## src/rtl/clint_bus_if.sv

```systemverilog
// ============================================================================
// Module      : clint_bus_if
// Description : Single-outstanding request/response bus between the core's
//               uncached data port and the CLINT responder.
// Revision    : 1.0 - initial release
// ============================================================================
`default_nettype none

interface clint_bus_if;
  logic        req_valid;
  logic        req_ready;
  logic        req_we;
  logic [63:0] req_addr;
  logic [63:0] req_wdata;
  logic [7:0]  req_wstrb;
  logic        resp_valid;
  logic        resp_ready;
  logic [63:0] resp_rdata;
  logic        resp_err;

  // Initiator side (core data port)
  modport master (
    output req_valid, req_we, req_addr, req_wdata, req_wstrb, resp_ready,
    input  req_ready, resp_valid, resp_rdata, resp_err
  );

  // Responder side (CLINT)
  modport slave (
    input  req_valid, req_we, req_addr, req_wdata, req_wstrb, resp_ready,
    output req_ready, resp_valid, resp_rdata, resp_err
  );
endinterface

`default_nettype wire

```

## src/rtl/clint_timer.sv

```systemverilog
// ============================================================================
// Module      : clint_timer
// Description : Core-local interruptor: mtime/mtimecmp machine timer, msip
//               software-interrupt bit, level MTIP/MSIP outputs and a
//               memory-mapped register window on the uncached data port.
// Revision    : 1.0 - initial release
// ============================================================================
`default_nettype none

module clint_timer #(
  parameter logic [63:0] BASE_ADDR = 64'h0000_0000_0200_0000,
  parameter int unsigned TICK_DIV  = 1
) (
  input  wire logic        clk,
  input  wire logic        rst,
  clint_bus_if.slave       bus,
  output logic             time_interrupt,
  output logic             soft_interrupt,
  output logic [63:0]      mtime_o
);

  localparam logic [0:0]  c_st_idle   = 1'b0;
  localparam logic [0:0]  c_st_resp   = 1'b1;
  localparam logic [15:0] c_off_msip  = 16'h0000;
  localparam logic [15:0] c_off_cmp   = 16'h4000;
  localparam logic [15:0] c_off_mtime = 16'hBFF8;
  localparam logic [15:0] c_div_max   = 16'(TICK_DIV - 1);

  logic [0:0]  r_state;
  logic [0:0]  w_state_next;

  logic [63:0] r_mtime;
  logic [63:0] r_mtimecmp;
  logic        r_msip;
  logic [15:0] r_presc;
  logic [63:0] r_rdata;
  logic        r_err;
  logic        r_tirq;
  logic        r_sirq;

  logic        w_accept;
  logic        w_in_window;
  logic        w_misaligned;
  logic        w_hit_msip;
  logic        w_hit_cmp;
  logic        w_hit_mtime;
  logic        w_err;
  logic        w_wr;
  logic        w_tick;
  logic [15:0] w_presc_next;
  logic [63:0] w_mtime_ticked;
  logic [63:0] w_mtime_next;
  logic [63:0] w_cmp_next;
  logic        w_msip_next;
  logic [63:0] w_rdata;

  // Byte-lane merge: lanes with a strobe take new data, others keep old.
  function automatic logic [63:0] f_merge(input logic [63:0] old_val,
                                          input logic [63:0] new_val,
                                          input logic [7:0]  strb);
    logic [63:0] res;
    for (int i = 0; i < 8; i++) begin
      res[i*8 +: 8] = strb[i] ? new_val[i*8 +: 8] : old_val[i*8 +: 8];
    end
    return res;
  endfunction

  // Handshake state register.
  always_ff @(posedge clk) begin
    if (rst) r_state <= c_st_idle;
    else     r_state <= w_state_next;
  end

  // Next-state: accept in IDLE, hold RESP until the initiator takes it.
  always_comb begin
    w_state_next = r_state;
    case (r_state)
      c_st_idle: if (bus.req_valid) w_state_next = c_st_resp;
      c_st_resp: if (bus.resp_ready) w_state_next = c_st_idle;
      default:   w_state_next = c_st_idle;
    endcase
  end

  // Handshake outputs decoded from state; response payload held in flops.
  always_comb begin
    bus.req_ready  = (r_state == c_st_idle);
    bus.resp_valid = (r_state == c_st_resp);
    bus.resp_rdata = r_rdata;
    bus.resp_err   = r_err;
  end

  // Address decode, register next-values and read-data mux.
  always_comb begin
    w_accept     = bus.req_valid && (r_state == c_st_idle);
    w_in_window  = (bus.req_addr[63:16] == BASE_ADDR[63:16]);
    w_misaligned = (bus.req_addr[2:0] != 3'b000);
    w_hit_msip   = w_in_window && (bus.req_addr[15:0] == c_off_msip);
    w_hit_cmp    = w_in_window && (bus.req_addr[15:0] == c_off_cmp);
    w_hit_mtime  = w_in_window && (bus.req_addr[15:0] == c_off_mtime);
    w_err        = w_misaligned || !(w_hit_msip || w_hit_cmp || w_hit_mtime);
    w_wr         = w_accept && bus.req_we && !w_err;

    // The prescaler free-runs regardless of mtime writes.
    w_tick         = (r_presc == c_div_max);
    w_presc_next   = w_tick ? 16'd0 : r_presc + 16'd1;
    w_mtime_ticked = w_tick ? r_mtime + 64'd1 : r_mtime;

    // Written bytes override the ticked value; unwritten bytes keep the tick.
    w_mtime_next = w_mtime_ticked;
    if (w_wr && w_hit_mtime)
      w_mtime_next = f_merge(w_mtime_ticked, bus.req_wdata, bus.req_wstrb);

    w_cmp_next = r_mtimecmp;
    if (w_wr && w_hit_cmp)
      w_cmp_next = f_merge(r_mtimecmp, bus.req_wdata, bus.req_wstrb);

    w_msip_next = r_msip;
    if (w_wr && w_hit_msip && bus.req_wstrb[0])
      w_msip_next = bus.req_wdata[0];

    // Reads see pre-edge register values; writes and faults return zero.
    w_rdata = 64'd0;
    if (!bus.req_we && !w_err) begin
      if (w_hit_msip)       w_rdata = {63'd0, r_msip};
      else if (w_hit_cmp)   w_rdata = r_mtimecmp;
      else if (w_hit_mtime) w_rdata = r_mtime;
    end
  end

  // Timer, msip, response capture and registered interrupt levels.
  always_ff @(posedge clk) begin
    if (rst) begin
      r_mtime    <= 64'd0;
      r_mtimecmp <= '1;
      r_msip     <= 1'b0;
      r_presc    <= 16'd0;
      r_rdata    <= 64'd0;
      r_err      <= 1'b0;
      r_tirq     <= 1'b0;
      r_sirq     <= 1'b0;
    end else begin
      r_mtime    <= w_mtime_next;
      r_mtimecmp <= w_cmp_next;
      r_msip     <= w_msip_next;
      r_presc    <= w_presc_next;
      if (w_accept) begin
        r_rdata <= w_rdata;
        r_err   <= w_err;
      end
      r_tirq     <= (r_mtime >= r_mtimecmp);
      r_sirq     <= r_msip;
    end
  end

  // Interrupt levels and the live mtime tap.
  always_comb begin
    time_interrupt = r_tirq;
    soft_interrupt = r_sirq;
    mtime_o        = r_mtime;
  end

endmodule

`default_nettype wire

```

## src/flat_wrapper.sv

```systemverilog
// flat-port wrapper written by rule: the top's interface ports become plain ports
module clint_timer_flat 
#(
  parameter logic [63:0] BASE_ADDR = 64'h0000_0000_0200_0000,
  parameter int unsigned TICK_DIV  = 1
)
  (clk, rst, time_interrupt, soft_interrupt, mtime_o, bus_req_valid, bus_req_we, bus_req_addr, bus_req_wdata, bus_req_wstrb, bus_resp_ready, bus_req_ready, bus_resp_valid, bus_resp_rdata, bus_resp_err);
  clint_bus_if bus_i ();
  input  wire logic clk;
  input  wire logic rst;
  output logic time_interrupt;
  output logic soft_interrupt;
  output logic [63:0] mtime_o;
  input wire logic [$bits(bus_i.req_valid)-1:0] bus_req_valid;
  input wire logic [$bits(bus_i.req_we)-1:0] bus_req_we;
  input wire logic [$bits(bus_i.req_addr)-1:0] bus_req_addr;
  input wire logic [$bits(bus_i.req_wdata)-1:0] bus_req_wdata;
  input wire logic [$bits(bus_i.req_wstrb)-1:0] bus_req_wstrb;
  input wire logic [$bits(bus_i.resp_ready)-1:0] bus_resp_ready;
  output wire logic [$bits(bus_i.req_ready)-1:0] bus_req_ready;
  output wire logic [$bits(bus_i.resp_valid)-1:0] bus_resp_valid;
  output wire logic [$bits(bus_i.resp_rdata)-1:0] bus_resp_rdata;
  output wire logic [$bits(bus_i.resp_err)-1:0] bus_resp_err;
  assign bus_i.req_valid = bus_req_valid;
  assign bus_i.req_we = bus_req_we;
  assign bus_i.req_addr = bus_req_addr;
  assign bus_i.req_wdata = bus_req_wdata;
  assign bus_i.req_wstrb = bus_req_wstrb;
  assign bus_i.resp_ready = bus_resp_ready;
  assign bus_req_ready = bus_i.req_ready;
  assign bus_resp_valid = bus_i.resp_valid;
  assign bus_resp_rdata = bus_i.resp_rdata;
  assign bus_resp_err = bus_i.resp_err;
  clint_timer #(.BASE_ADDR(BASE_ADDR), .TICK_DIV(TICK_DIV)) u_core (.clk(clk), .rst(rst), .bus(bus_i), .time_interrupt(time_interrupt), .soft_interrupt(soft_interrupt), .mtime_o(mtime_o));
endmodule
```

## config.mk

```make
export PLATFORM = sky130hd
export DESIGN_NAME = clint_timer_flat
export DESIGN_NICKNAME = d
export VERILOG_FILES = /design/src/rtl/clint_bus_if.sv /design/src/rtl/clint_timer.sv /design/src/flat_wrapper.sv
export SDC_FILE = /design/constraint.sdc
export NUM_CORES = 1
export LEC_CHECK = 0
export ABC_AREA = 1
export CAP_MARGIN = 20
export CORE_ASPECT_RATIO = 0.9
export CORE_MARGIN = 2
export CORE_UTILIZATION = 40
export CTS_CLUSTER_SIZE = 28
export DETAILED_ROUTE_END_ITERATION = 7
export GPL_TIMING_DRIVEN = 0
export HOLD_SLACK_MARGIN = 0.06
export PLACE_DENSITY = 0.67
export SYNTH_ARGS = -nofsm -noshare
export SYNTH_HDL_FRONTEND = slang
export SYNTH_SLANG_ARGS = --single-unit
```

## constraint.sdc

```tcl
create_clock -name clk -period 3 [get_ports clk]
set_input_delay 0.75 -clock clk [delete_from_list [all_inputs] [get_ports clk]]
set_output_delay 0.75 -clock clk [all_outputs]
set_load 0.03 [all_outputs]
```

# After elaboration in Yosys (flattened, before gate mapping)
# Index checks and enable logic that the tools add are counted.
totals:
  register_bits: 213
  mem_bits_ro: 0
  memories: 0
  latch_bits: 0
  in_bits: 141
  elab_cells: 69
  ramBits: 0
op_classes:
  div_mod_pow: 0
  bitwise: 1
  magnitude_cmp: 1
  n_shift: 0
  n_addsub: 2
  n_reduce_logical: 29
  muxes: 17
  eq_ne: 3
  multipliers: 0
op_table:
  columns: ["op", "n"]
  rows:
  - ["64-bit 2-to-1 mux", 6]
  - ["64-bit by 1-bit adder with 64-bit output (second input constant)", 1]
  - ["64-bit greater-or-equal comparator", 1]
  - ["8-bit 2-to-1 mux", 8]
  - ["48-bit by 10-bit equality test with 1-bit output (second input constant)", 1]
  - ["16-bit logical NOT", 2]
  - ["16-bit by 1-bit adder with 16-bit output (second input constant)", 1]
  - ["16-bit by 15-bit equality test with 1-bit output (second input constant)", 1]
  - ["16-bit equality test (second input constant)", 1]
  - ["2-bit AND reduction", 8]
  - ["1-bit logical AND", 11]
  - ["1-bit logical NOT", 3]
  - ["1-bit logical OR", 3]
  - ["3-bit nonzero test", 1]
  - ["1-bit 2-to-1 mux", 2]
  - ["1-bit one-hot mux with 2 select lines", 1]
  - ["2-bit OR reduction", 1]
  - ["1-bit inverter", 1]

# Depth between registers and ports, before layout
logic_depth:
  word_depth: 10
  mapped_depth: 15

# Least setup slack after synthesis
# OpenSTA, ideal clock, no wires.
synth_timing:
  path_type: "input to register"
  startpoint: "input port bus_req_addr[63]"
  endpoint: "register u_core.r_mtimecmp[48]"
  path_buffers: 1
  arrival_time_ns: 1.959
  path_slack_ns: 0.907
  t_required_ns: 2.866
  stages: 11
  path_cell_list: "nor2_1 > nand2_1 > nor2_1 > nand3_1 > nor2_4 > nand3_2 > nor2_2 > buf_6 > nand2_1 > nand2_1 > nand3_1"
synth_between:
  elab_chain_len: 10
  word_cells_on_any_way: 12
  cone_classes: "eq/ne: 1; reduce/logical: 11"
synth_lines:
  columns: ["item", "line_no", "rtl"]
  rows:
  - ["from (decl)", "flat_wrapper.sv:16", "input wire logic [$bits(bus_i.req_addr)-1:0] bus_req_addr;"]
  - ["48-bit by 10-bit equality test with 1-bit output (*)", "clint_timer.sv:95", "w_in_window = (bus.req_addr[63:16] == BASE_ADDR[63:16]);"]
  - ["1-bit logical AND (on tied branches)", "clint_timer.sv:97, clint_timer.sv:98", null]
  - ["1-bit logical OR (2 in series)", "clint_timer.sv:100", "w_err = w_misaligned || !(w_hit_msip || w_hit_cmp || w_hit_mtime);"]
  - ["1-bit logical NOT", "clint_timer.sv:100", null]
  - ["1-bit logical OR", "clint_timer.sv:100", null]
  - ["1-bit logical NOT", "clint_timer.sv:101", "w_wr = w_accept && bus.req_we && !w_err;"]
  - ["1-bit logical AND", "clint_timer.sv:101", null]
  - ["1-bit logical AND (*)", "clint_timer.sv:114", "if (w_wr && w_hit_cmp)"]
  - ["2-bit AND reduction (no line) (*)", null, null]
  - ["to (signal assigned)", "clint_timer.sv:143", "r_mtimecmp <= w_cmp_next;"]
  - ["to (decl)", "clint_timer.sv:33", "logic [63:0] r_mtimecmp;"]
# Mark *: on every way between the ends. The rest lies on a longest branch, timed or not.
# A chain may end at the register's enable or synchronous reset.

# Worst setup path in the final report
layout_timing:
  startpoint: "register u_core.r_mtime[0], in the netlist u_core.mtime_o[0]"
  endpoint: "register u_core.r_mtime[40], in the netlist u_core.mtime_o[40]"
layout_between:
  elab_chain_len: 4
layout_lines:
  columns: ["item", "line_no", "rtl"]
  rows:
  - ["from (decl)", "clint_timer.sv:32", "logic [63:0] r_mtime;"]
  - ["from (signal assigned)", "clint_timer.sv:142", "r_mtime <= w_mtime_next;"]
  - ["64-bit by 1-bit adder with 64-bit output (*)", "clint_timer.sv:106", "w_mtime_ticked = w_tick ? r_mtime + 64'd1 : r_mtime;"]
  - ["64-bit 2-to-1 mux (*)", "clint_timer.sv:106", null]
  - ["8-bit 2-to-1 mux", "clint_timer.sv:63", "res[i*8 +: 8] = strb[i] ? new_val[i*8 +: 8] : old_val[i*8 +: 8];"]
  - ["64-bit 2-to-1 mux (*)", "clint_timer.sv:110", "if (w_wr && w_hit_mtime)"]
# Marked as above.

==> impl_metrics.py <==
metrics = {
    "critical_path": {
        "r2r_cells": 12,
        "path_common_cell": "nand2_1",
        "cp_slowest_cell": "dfxtp_1",
        "arrival_ns": 3.30,
        "start_kind": "flop",
        "worstSetupPathType": "reg2reg",
        "rrSetupSlack_ns": 0.14,
        "cpPeakStageDelay_ns": 0.53,
        "crit_fanout": 7,
        "r2r_end": "u_core.mtime_o[40]$_SDFF_PP0_",
        "crit_chain": "ha_1 -> inv_1 -> nor2_2 -> nand2_1 -> nor2_1 -> nand3_1 -> nor2_4 -> nand3_1 -> nand2_1 -> nand2_1 -> nand2_1 -> nor2_1",
        "worstPathRequired_ns": 3.44,
        "r2r_start": "u_core.mtime_o[0]$_SDFF_PP0_",
        "crit_path_end_kind": "flop",
    },
    "worst_hold_path": {
        "min_from": "u_core.bus.resp_rdata[32]$_SDFFE_PP0P_",
        "whs_path_depth": 2,
        "worstHoldPathType": "reg2reg",
        "min_to": "u_core.bus.resp_rdata[32]$_SDFFE_PP0P_",
    },
    "final_layout": {
        "layout_common_cells": "nand2_1, clkdlybuf4s50_1, nor2_1, nand4_1, dfxtp_1",
        "syn_to_final_growth_pct": 29.2,
        "layout-drive-gt1-share_pct": 5.22,
        "diodes": 0,
        "num-nets-final": 2663,
        "mostFrequentLayoutCell": "nand2_1",
        "layoutNonFillerInstCount": 2932,
        "n_fill_cell": 3479,
        "final_area_um2": 17900,
    },
    "timing": {
        "worst_slack_ns": 0.135,
        "rsz0062_at_grt": "false",
        "worstMarginPinSlew_ns": 1.22,
        "drv_slew": 0,
        "fin_crit_ns": 2.86,
        "clock_skew_ns": 0.0153,
        "maxSlewHeadroom_pct": 18.4,
        "hold_viol": 0,
        "timing.fmax_mhz": 349,
        "setup_viol": 0,
        "post-route-period-util_pct": 95.5,
    },
    "synthesis": {
        "ys_types": 35,
        "syn_area_um2": 13900,
        "ys_ff_latch": 213,
        "syn_area_per_cell_um2": 6.44,
        "synth-edff-count": 0,
        "synthCells": 2158,
        "synth_fp_nets": 2366,
        "synth_ff_type": "dfxtp_1",
        "yosysWarnings": 0,
        "async_reset_ff_share_pct": 0,
        "ys_seq_area_share_pct": 30.7,
    },
    "die": {
        "core-area_um2": 34100,
        "pin_count": 274,
        "rows": 64,
        "die_w_um": 200,
        "initial_core_util_pct": 40.7,
        "dieHeight_um": 181,
        "die_area_um2": 36200,
    },
    "cts": {
        "path_clk_slew_ns": 0.06,
        "clock_latency_ns": 0.55,
        "cts_tree": "yes",
        "clockBufferDepth": 3,
        "cts_max_level": 1,
        "cts_hold_buf": 0,
        "cts_resized": 0,
        "cts_setup_buffers": 0,
        "clock_sinks": 213,
        "cts-root-buf": "clkbuf_16",
        "cts_buffers": 25,
    },
    "power_and_ir_drop": {
        "power.leakage_nw": 7.70,
        "powerDensity_nw_per_um2": 349,
        "total_power_mw": 6.26,
        "ir_drop_uv": 375,
    },
    "routing": {
        "viasPerCell": 5.55,
        "vias": 16271,
        "ant_nets": 0,
        "drt_iter0_markers": 1452,
        "routed_wl_um": 56100,
        "first_pass_iters": 6,
        "route.detailed.drc": 0,
        "wl_per_cell_um": 19.1,
    },
    "placed_design": {
        "io_buffer_count": 269,
        "place_hpwl_um": 43400,
        "place_inst": 2889,
        "placed_area_um2": 17200,
        "pre_cts_ws_ns": -0.372,
        "place_congestion": 0.972,
    },
    "run": {
        "max-cap-violations": 0,
    },
    "grt": {
        "grt_util_all_layers_pct": 30.2,
        "grt_max_degree": 14,
        "grt_pass1_vias": 15442,
        "antenna_found_initial": 0,
        "grt_pass1_wl_um": 87200,
        "gr-total-overflow": 0,
    },
    "outcome": {
        "status": "completed",
    },
}
## routing by layer
metal	vias up	global-route usage, %	part of all wire (%)
met4	0	10.5	3.5
met1	7605	41.0	45
met3	94	4.15	7.8
li1	7902	-	-
met5	-	0	0
met2	670	49.3	44
## area by class of cell
cell class              instances  area, µm²  area share, %
well taps                     462        578           3.22
multi-input cells            1632       8330           46.4
flip-flops and latches        213       4260           23.8
plain buffers                 115        563           3.14
repair buffers                270       2710           15.1
inverters                     198        743           4.14
clock inverters                 3       30.0          0.167
clock buffers                  39        728           4.06
## through the flow
| step | hold slack [ns] | setup TNS, ns | util [%] |
|---|---|---|---|
| 2_1_floorplan | 0.425 | 0 | - |
| 3_3_place_gp | 0.447 | -35.89 | 50.3 |
| 3_5_place_dp | 0.455 | -35.32 | 50.3 |
| 4_1_cts | 0.465 | 0 | 52.5 |
| 5_1_grt | 0.476 | 0 | 52.6 |
| 6_report | 0.462 | 0 | 52.6 |
## worst max path at each step
stage                                      start                                  to  slack (ns)  depth (start not counted)
floorplan                       bus_req_addr[63]  u_core.r_mtimecmp[48]$_SDFFE_PP1P_        0.91                         11
global placement                 bus_req_addr[9]  u_core.r_mtimecmp[39]$_SDFFE_PP1P_       -0.38                         12
detailed placement               bus_req_addr[9]  u_core.r_mtimecmp[39]$_SDFFE_PP1P_       -0.37                         12
CTS                 u_core.mtime_o[0]$_SDFF_PP0_       u_core.mtime_o[40]$_SDFF_PP0_        0.09                         12
global route        u_core.mtime_o[0]$_SDFF_PP0_       u_core.mtime_o[40]$_SDFF_PP0_        0.01                         12
finish              u_core.mtime_o[0]$_SDFF_PP0_       u_core.mtime_o[40]$_SDFF_PP0_        0.14                         12
## cell families (layout without fill, tap and decap cells)
| logic type | count (synthesis) | count (layout) | share of synthesized area, % |
|---|---|---|---|
| flops | 213 | 213 | 30.7 |
| compound gates | 242 | 242 | 9.05 |
| buf+inv | 313 | 625 | 9.41 |
| fa+ha+maj | 67 | 67 | 6.04 |
| simple gates | 1288 | 1288 | 42.6 |
| xor+xnor | 35 | 35 | 2.21 |
## power breakdown
part	total (mW)	leakage (nW)	internal, mW	switching [mW]
Combinational	0.495	5.61	0.215	0.279
Clock	2.93	0.372	1.66	1.27
Sequential	2.84	1.72	2.83	0.00944
## worst max-delay path, delay by kind of cell, from the launching register on
| family | cells | cell delay (ns) |
|---|---|---|
| buffers and inverters | 1 | 0.11 |
| and+or+nand+nor | 10 | 1.73 |
| DFF | 1 | 0.53 |
| adders and majority gates | 1 | 0.39 |
## cells in the mapped netlist (12+ instances only)
master / instances / share of area (%)
nand2_1: 525 / 14
nor2_1: 249 / 6.7
nand4_1: 224 / 10
dfxtp_1: 213 / 31
inv_1: 186 / 5.0
nand3_1: 186 / 6.7
a21oi_1: 150 / 5.4
ha_1: 67 / 6.0
clkbuf_1: 63 / 1.7
o21ai_0: 60 / 2.2
nor3_1: 55 / 2.0
buf_2: 27 / 0.97
buf_4: 18 / 0.97
xor2_1: 18 / 1.1
xnor2_1: 17 / 1.1
o21ai_1: 14 / 0.50
inv_2: 12 / 0.32
## flip-flops by register name (all words and copies together) (netlist names)
signal,flops
u_core.bus.resp_err,1
u_core.bus.resp_rdata,64
u_core.bus.resp_valid,1
u_core.mtime_o,64
u_core.r_msip,1
u_core.r_mtimecmp,64
u_core.r_presc,16
u_core.soft_interrupt,1
u_core.time_interrupt,1
Note: power is estimated with default switching activity, not from simulation.
